## src/rtl/issue_pkg.sv

```systemverilog
// Shared opcodes, queue entry and decode record for the dual-issue front end.
// Pure types/constants: no latency, no flow control.
package issue_pkg;

  localparam logic [6:0] LOAD   = 7'b0000011;
  localparam logic [6:0] STORE  = 7'b0100011;
  localparam logic [6:0] BRANCH = 7'b1100011;
  localparam logic [6:0] JAL    = 7'b1101111;
  localparam logic [6:0] JALR   = 7'b1100111;
  localparam logic [6:0] LUI    = 7'b0110111;
  localparam logic [6:0] AUIPC  = 7'b0010111;
  localparam logic [6:0] OP     = 7'b0110011;

  // Entries carry the widest supported PC; the top narrows to PC_W on output.
  localparam int PC_MAX_W = 64;

  typedef struct packed {
    logic [31:0]         instr;
    logic [PC_MAX_W-1:0] pc;
  } issue_entry_t;

  typedef struct packed {
    logic [4:0] rd;
    logic [4:0] rs1;
    logic [4:0] rs2;
    logic       writes_rd;
    logic       reads_rs1;
    logic       reads_rs2;
    logic       is_mem;
    logic       is_ctrl;
  } decode_info_t;

endpackage

```

## src/rtl/issue_decode.sv

```systemverilog
// Combinational instruction classifier: register fields plus read/write/mem/ctrl flags.
// Zero latency, no flow control.
module issue_decode
  import issue_pkg::*;
(
  input  logic [31:0]  instr_i,
  output decode_info_t info_o
);

  logic [6:0] opc;
  logic       unused_fields;

  assign opc           = instr_i[6:0];
  assign unused_fields = ^{instr_i[31:25], instr_i[14:12]};

  always_comb begin
    info_o           = '0;
    info_o.rd        = instr_i[11:7];
    info_o.rs1       = instr_i[19:15];
    info_o.rs2       = instr_i[24:20];
    info_o.writes_rd = (opc != STORE) && (opc != BRANCH) && (instr_i[11:7] != 5'd0);
    info_o.reads_rs1 = (opc != LUI) && (opc != AUIPC) && (opc != JAL);
    info_o.reads_rs2 = (opc == OP) || (opc == STORE) || (opc == BRANCH);
    info_o.is_mem    = (opc == LOAD) || (opc == STORE);
    info_o.is_ctrl   = (opc == BRANCH) || (opc == JAL) || (opc == JALR);
  end

endmodule

```

## src/rtl/dual_issue_queue.sv

```systemverilog
// In-order dual-issue queue: DEPTH-entry ring, 32-register scoreboard, RAW/pair-checked issue.
// Enqueue at t issues at t+1 earliest; fetch holds while fetch_accept_o=0, issue waits on issue_ready_i.
module dual_issue_queue
  import issue_pkg::*;
#(
  parameter int DEPTH    = 8,
  parameter int WB_PORTS = 2,
  parameter int PC_W     = 32
) (
  input  logic                      clk_i,
  input  logic                      rst_i,
  input  logic                      fetch0_valid_i,
  input  logic [31:0]               fetch0_instr_i,
  input  logic [PC_W-1:0]           fetch0_pc_i,
  input  logic                      fetch1_valid_i,
  input  logic [31:0]               fetch1_instr_i,
  input  logic [PC_W-1:0]           fetch1_pc_i,
  output logic                      fetch_accept_o,
  input  logic                      issue_ready_i,
  output logic                      issue0_valid_o,
  output logic [31:0]               issue0_instr_o,
  output logic [PC_W-1:0]           issue0_pc_o,
  output logic                      issue1_valid_o,
  output logic [31:0]               issue1_instr_o,
  output logic [PC_W-1:0]           issue1_pc_o,
  input  logic [WB_PORTS-1:0]       wb_valid_i,
  input  logic [5*WB_PORTS-1:0]     wb_rd_i,
  input  logic                      flush_i,
  output logic [$clog2(DEPTH):0]    count_o
);

  localparam int PTR_W = $clog2(DEPTH);
  localparam int CNT_W = PTR_W + 1;

  issue_entry_t     mem_q [DEPTH];
  issue_entry_t     mem_d [DEPTH];
  logic [PTR_W-1:0] head_q, head_d, tail_q, tail_d, head1, tail1;
  logic [CNT_W-1:0] count_q, count_d;
  logic [31:0]      sb_q, sb_d;

  issue_entry_t ent0, ent1;
  decode_info_t dec0, dec1;
  logic         blocked0, blocked1, pair_ok, accept;
  logic         iss0, iss1, enq0, enq1;
  logic [1:0]   n_iss, n_enq;
  logic         unused_bits;

  assign head1 = head_q + 1'b1;
  assign tail1 = tail_q + 1'b1;
  assign ent0  = mem_q[head_q];
  assign ent1  = mem_q[head1];

  issue_decode u_dec0 (.instr_i(ent0.instr), .info_o(dec0));
  issue_decode u_dec1 (.instr_i(ent1.instr), .info_o(dec1));

  // sb_q[0] is never set (writes_rd excludes x0), so x0 operands never block.
  assign blocked0 = (dec0.reads_rs1 && sb_q[dec0.rs1]) || (dec0.reads_rs2 && sb_q[dec0.rs2]);
  assign blocked1 = (dec1.reads_rs1 && sb_q[dec1.rs1]) || (dec1.reads_rs2 && sb_q[dec1.rs2]);

  assign pair_ok = !(dec0.writes_rd && ((dec1.reads_rs1 && (dec1.rs1 == dec0.rd)) ||
                                        (dec1.reads_rs2 && (dec1.rs2 == dec0.rd))))
                && !(dec0.writes_rd && dec1.writes_rd && (dec0.rd == dec1.rd))
                && !(dec0.is_mem && dec1.is_mem)
                && !dec0.is_ctrl;

  assign accept = (count_q <= CNT_W'(DEPTH - 2));
  assign iss0   = (count_q != '0) && !blocked0 && issue_ready_i && !flush_i;
  assign iss1   = iss0 && (count_q >= CNT_W'(2)) && !blocked1 && pair_ok;
  assign enq0   = accept && fetch0_valid_i;
  assign enq1   = enq0 && fetch1_valid_i;
  assign n_iss  = {1'b0, iss0} + {1'b0, iss1};
  assign n_enq  = {1'b0, enq0} + {1'b0, enq1};

  always_comb begin
    mem_d = mem_q;
    if (enq0) mem_d[tail_q] = '{instr: fetch0_instr_i, pc: PC_MAX_W'(fetch0_pc_i)};
    if (enq1) mem_d[tail1]  = '{instr: fetch1_instr_i, pc: PC_MAX_W'(fetch1_pc_i)};
  end

  always_comb begin
    sb_d = sb_q;
    for (int p = 0; p < WB_PORTS; p++) begin
      if (wb_valid_i[p]) sb_d[wb_rd_i[p*5 +: 5]] = 1'b0;
    end
    // Sets are applied after clears so a same-cycle set/clear leaves the bit set.
    if (iss0 && dec0.writes_rd) sb_d[dec0.rd] = 1'b1;
    if (iss1 && dec1.writes_rd) sb_d[dec1.rd] = 1'b1;

    head_d  = head_q + PTR_W'(n_iss);
    tail_d  = tail_q + PTR_W'(n_enq);
    count_d = count_q + CNT_W'(n_enq) - CNT_W'(n_iss);
    if (flush_i) begin
      head_d  = '0;
      tail_d  = '0;
      count_d = '0;
    end
  end

  always_ff @(posedge clk_i) begin
    if (rst_i) begin
      head_q  <= '0;
      tail_q  <= '0;
      count_q <= '0;
      sb_q    <= '0;
    end else begin
      head_q  <= head_d;
      tail_q  <= tail_d;
      count_q <= count_d;
      sb_q    <= sb_d;
    end
  end

  always_ff @(posedge clk_i) begin
    mem_q <= mem_d;
  end

  assign fetch_accept_o = accept;
  assign issue0_valid_o = iss0;
  assign issue0_instr_o = ent0.instr;
  assign issue0_pc_o    = ent0.pc[PC_W-1:0];
  assign issue1_valid_o = iss1;
  assign issue1_instr_o = ent1.instr;
  assign issue1_pc_o    = ent1.pc[PC_W-1:0];
  assign count_o        = count_q;
  assign unused_bits    = ^{ent0.pc, ent1.pc, dec1.is_ctrl};

endmodule

```

## config.mk

```make
export PLATFORM = sky130hd
export DESIGN_NAME = dual_issue_queue
export DESIGN_NICKNAME = d
export VERILOG_FILES = /design/src/rtl/issue_pkg.sv /design/src/rtl/issue_decode.sv /design/src/rtl/dual_issue_queue.sv
export SDC_FILE = /design/constraint.sdc
export NUM_CORES = 2
export LEC_CHECK = 0
export ABC_AREA = 1
export ABC_CLOCK_PERIOD_IN_PS = 5500
export CAP_MARGIN = 10
export CORE_UTILIZATION = 41
export DETAILED_ROUTE_END_ITERATION = 8
export PLACE_DENSITY = 0.57
export SYNTH_ARGS = -nofsm -noshare
export SYNTH_HDL_FRONTEND = slang
export SYNTH_HIERARCHICAL = 1
export SYNTH_SLANG_ARGS = --single-unit
```

## constraint.sdc

```tcl
create_clock -name clk_i -period 5.5 [get_ports clk_i]
set_clock_uncertainty 0.1 [all_clocks]
set_input_delay 0.825 -clock clk_i [delete_from_list [all_inputs] [get_ports clk_i]]
set_output_delay 0.825 -clock clk_i [all_outputs]
set_load 0.03 [all_outputs]
```

* Word level (Yosys, flattened, before mapping)
Index checks and enable logic that the tools add are counted.
** Cells by class
- $lt $le $gt $ge :: 20
- $add $sub $neg :: 8
- Mux-type cells :: 34
- Eq/ne operators :: 23
- Reduce and logical (&&, ||, !) cells :: 59
- Bitwise gates (word level) :: 10
** Operators with widths (count)
- $bwmux W768 :: 2
- $mux W768 :: 2
- $bmux W96 S3 :: 2
- $demux W96 S3 :: 2
- $mux W96 :: 6
- $mux W32 :: 4
- $and A32 B32 Y32 :: 2
- $not A32 Y32 :: 2
- $or A32 B32 Y32 :: 2
- $lt A5 B6 Y1 const B :: 8
- $logic_and A1 B1 Y1 :: 37
- $eq A7 B6 Y1 const B :: 4
- $eq A7 B7 Y1 const B :: 4
- $ne A7 B6 Y1 const B :: 4
- $ne A7 B7 Y1 const B :: 4
- $bmux W1 S5 :: 4
- $demux W1 S5 :: 4
- $ge A5 B1 Y1 const B :: 4
- $ge A4 B4 Y1 const B :: 4
- $not A3 Y4 :: 4
- $eq A5 B5 Y1 :: 3
- $eq A7 B2 Y1 const B :: 2
- $ne A7 B5 Y1 const B :: 2
- $logic_or A1 B1 Y1 :: 11
- 13 further kinds :: 31
** Word-level totals
- Input port bits :: 146
- Logic and storage cells :: 174
- Register bits after elaboration :: 810
- Output and inout port bits :: 135

* Logic depth before layout (Yosys ltp)
- Word-level depth :: 18
- Depth in mapped cells :: 31
- Depth with buffers taken out :: 27

* Hierarchy
The synthesis kept the hierarchy.
** By module, submodules not included
- dual_issue_queue :: area each 34772.1 um2, sequential area each 11090.6 um2, instances 1, cells an instance 5583
- issue_decode :: area each 229.0 um2, sequential area each 0.0 um2, instances 2, cells an instance 41

* Worst setup path before layout
OpenSTA, ideal clock, no wires.
- Path kind :: reg-to-reg
- Start :: reg head_q[0]
- End :: reg count_q[3] (netlist: count_o[3])
- Slack :: 0.381 ns
- Required time :: 5.269 ns
- Arrival :: 4.888 ns
- Buffers on the path :: 8
- Period minus slack after synthesis :: 5.119 ns
- Library setup time :: 0.131 ns
- Cell stages (with the launch flop) :: 30
- Cell sequence :: dfxtp_1 -> buf_2 -> clkbuf_1 -> clkbuf_1 -> clkbuf_1 -> o21ai_0 -> a32oi_1 -> buf_4 -> buf_4 -> inv_2 -> buf_2 -> nand2_1 -> nand3_1 -> nand3_1 -> nand2_1 -> nand2_1 -> nand3_1 -> nand3_1 -> nand3_2 -> nor2_4 -> buf_6 -> ha_1 -> fa_1 -> inv_1 -> ha_1 -> nand2_1 -> nor2_1 -> a211oi_1 -> nand2_1 -> nor3b_1
** Between the ends
- Elaborated cells on any way between the ends :: 88
- Those cells by class :: 3 x add/sub; 23 x eq/ne; 14 x mux; 2 x bitwise; 46 x reduce/logical
** RTL lines
- start, declared :: line dual_issue_queue.sv:37 : logic [PTR_W-1:0] head_q, head_d, tail_q, tail_d, head1, tail1;
- start signal, assigned :: line dual_issue_queue.sv:101 : head_q <= '0;
- start signal, assigned :: line dual_issue_queue.sv:106 : head_q <= head_d;
- $add A3 B1 Y3 (*) :: line dual_issue_queue.sv:48 : assign head1 = head_q + 1'b1;
- $not A3 Y4 (not written as such) (*) :: line dual_issue_queue.sv:51 : assign ent1 = mem_q[head1];
- $bmux W96 S3 (*) :: line dual_issue_queue.sv:51
- $mux W96 (not written as such) (*) (2 in series) :: line dual_issue_queue.sv:51
- net issue1_instr_o[20] :: line dual_issue_queue.sv:24 : output logic [31:0] issue1_instr_o,
- parallel branches: the longest is 8 deep, another holds $bmux W1 S5
- $logic_and A1 B1 Y1 (*) :: line dual_issue_queue.sv:68 : assign iss1 = iss0 && (count_q >= CNT_W'(2)) && !blocked1 && pair_ok;
- net issue1_valid_o :: line dual_issue_queue.sv:23 : output logic issue1_valid_o,
- $add A1 B1 Y2 (*) :: line dual_issue_queue.sv:71 : assign n_iss = {1'b0, iss0} + {1'b0, iss1};
- $sub A4 B2 Y4 (*) :: line dual_issue_queue.sv:91 : count_d = count_q + CNT_W'(n_enq) - CNT_W'(n_iss);
- end signal, assigned :: line dual_issue_queue.sv:108 : count_q <= count_d;
- end, declared :: line dual_issue_queue.sv:38 : logic [CNT_W-1:0] count_q, count_d;
Mark *: on every way through the listed nets, which the timed path passes. The select of a mux whose other input is x is not followed.
A chain may end at the register's enable or synchronous reset.

* Final worst setup path
- Start :: reg head_q[0]
- End :: out issue1_valid_o
** Between the ends
- Longest elaborated chain between the ends :: 16
- Elaborated cells on any way between the ends :: 86
- Those cells by class :: 1 x add/sub; 23 x eq/ne; 14 x mux; 2 x bitwise; 46 x reduce/logical
** Ends and longest elaborated chain (line)
- parallel branches: the longest is 15 deep, another holds $add A3 B1 Y3
- $logic_and A1 B1 Y1 (*) :: dual_issue_queue.sv:68
- end, declared :: dual_issue_queue.sv:23
Every way passes the cells marked *. The select of a mux whose other input is x is not followed.

==> impl_metrics.yaml <==
cts:
  htreeDepth: 3
  clock_latency_ns: 0.63
  clk_pin_slew_ns: 0.06
  cts_tree: "yes"
  cts-root-buf: "clkbuf_16"
  cts_buffers: 70
  cts.sinks: 554
  cts_buffer_depth: 3
layout:
  final_cell_count_no_fill: 6768
  drive_above_1_share_pct: 4.96
  areaGrowthSynthToFinish_pct: 14.8
  n_fill_cell: 8907
  final_net_count: 5726
drt:
  totalWireLength_um: 145000
  firstDrtPassIters: 9
  drc: 0
  num_vias: 38500
  via_per_inst: 5.69
  final_antenna_net_count: 0
  drtIter0Drc: 4254
  wire_per_inst_um: 21.5
timing:
  max_freq_mhz: 193
  min_period_over_period_pct: 94.4
  hold_viol: 0
  tightest_slew_ns: 1.18
  min_period_ns: 5.19
  tns_ns: 0
  relSlewSlack_pct: 20.6
  drv_slew: 0
  rsz0062_at_grt: "no"
  setup_violations: 0
  worst_slack_ns: 0.309
critical_path:
  arrival_ns: 4.27
  cp-end-kind: "output port"
  path_max_fanout: 85
  rr_worst_depth: 24
  critical_path_required_ns: 4.58
  crit_type: "flip-flop to output port"
  worstSetupStartpointType: "flip-flop"
synthesis:
  syn_area_per_cell_um2: 6.22
  postSynthCellCount: 5663
  yosys_warnings: 6
  syn-num-nets: 5824
  synthesis.area_um2: 35200
grt:
  grt_util_met3_pct: 5.63
  grt-busiest-layer: "met2"
  use_met1_pct: 44.7
  met2_usage_pct: 51.4
  grt_max_degree: 148
  antenna_found_initial: 10
  grt_overflow: 0
  grt_util_all_layers_pct: 32.3
  first_global_vias: 34200
  grt_pass1_wl_um: 216000
power_and_ir_drop:
  power.leakage_nw: 17.0
  vdd_ir_drop_max_mv: 0.219
  power_density_nw_per_um2: 411
  total_power_mw: 16.6
die:
  core_area_um2: 85100
  initial_core_util_pct: 41.4
  dieArea_um2: 87100
  fp.dieW_um: 295
  die_h_um: 295
  placementRows: 107
  ios: 281
outcome:
  status: "completed"
run:
  cap_violations: 0
place:
  hpwl_um: 88000
  place_inst: 6634
  io_buffers: 280
  gp_congestion: 0.967
  place_ws_ns: 0.625
hold_path:
  hp-class: "flip-flop to flip-flop"
  hold_depth: 2
registers in the layout, summed over array words and instances (netlist names):
name and count:
mem_q 512, sb_q 32, count_o 4, head_q 3
tail_q 3
worst max-delay path, cell delays in order (launching register included):
cell      delay (ns)
dfxtp_4         0.39
inv_8           0.32
nand2_1         0.08
o21ai_0         0.09
a221oi_1        0.11
a31oi_2         0.83
inv_4           0.21
nand2_1         0.12
nand3_1         0.07
nand3_1         0.09
nand2_1         0.06
nand2_1         0.05
nand3_1         0.11
nand3_2         0.16
nand3_2         0.14
nor2_4          0.16
buf_4           0.36
buf_12          0.17
worst paths after layout:
| check | start | to | slack, ns |
|---|---|---|---|
| hold / removal | mem_q[660] | mem_q[660] | 0.44 |
| setup reg to reg | head_q[0] | count_o[3] | 0.62 |
| hold reg to reg | mem_q[660] | mem_q[660] | 0.44 |
| setup / recovery | head_q[0] | issue1_valid_o | 0.31 |
cell usage in the layout (no fill, tap or decap), types with 9 or more instances in the layout:
cell             instances
clkbuf_16               70
a221oi_1                67
nor2_4                  13
o211ai_1                64
nor2_1                 521
o21ai_1                 70
ha_1                    10
o21ai_0                852
nand2_1                893
clkinv_2                 9
clkdlybuf4s50_1        278
clkbuf_1                18
nand3_1                150
clkbuf_8                23
dfxtp_1                552
a211oi_1                64
buf_12                  24
inv_1                  593
a32oi_1                 64
nor3_1                  98
o22ai_1                 64
buf_4                   90
a21oi_1                903
a31oi_1                 63
where the power goes:
part,internal [mW],switching (mW)
registers,5.01,0.459
logic,2.31,4.21
clock network,2.68,1.96
total,10.0,6.62
what timing repair did:
action,4_1_cts,5_1_grt
buffers inserted,0,3
setup endpoints to repair,0,5
gates resized for setup,0,2
hold buffers,0,0
final cells by class:
cell class                 instances  area (um^2)  area share, %
multi-input combinational       3937        19300           47.8
sequential                       554        11100           27.4
timing repair buffer             394         3960           9.80
inverter                         608         2310           5.71
clock buffer                     111         2140           5.28
tap                             1144         1430           3.54
clock inverter                    16          154          0.381
antenna                            4         10.0         0.0248
metrics by stage:
step | util (%) | hold WS, ns | area (um^2)
global placement | 44.7 | 0.420 | 38100
CTS | 47.4 | 0.442 | 40400
detailed placement | 44.7 | 0.426 | 38100
finish | 47.5 | 0.444 | 40400
floorplan | - | 0.401 | 35200
global route | 47.5 | 0.469 | 40400
layer usage:
layer / vias up / wire length, um
met2: 1618 / 64000
met4: 14 / 4060
met1: 17800 / 64200
met5: - / 88
met3: 251 / 13000
li1: 18800 / -
Power figures use the tool's default switching activity.
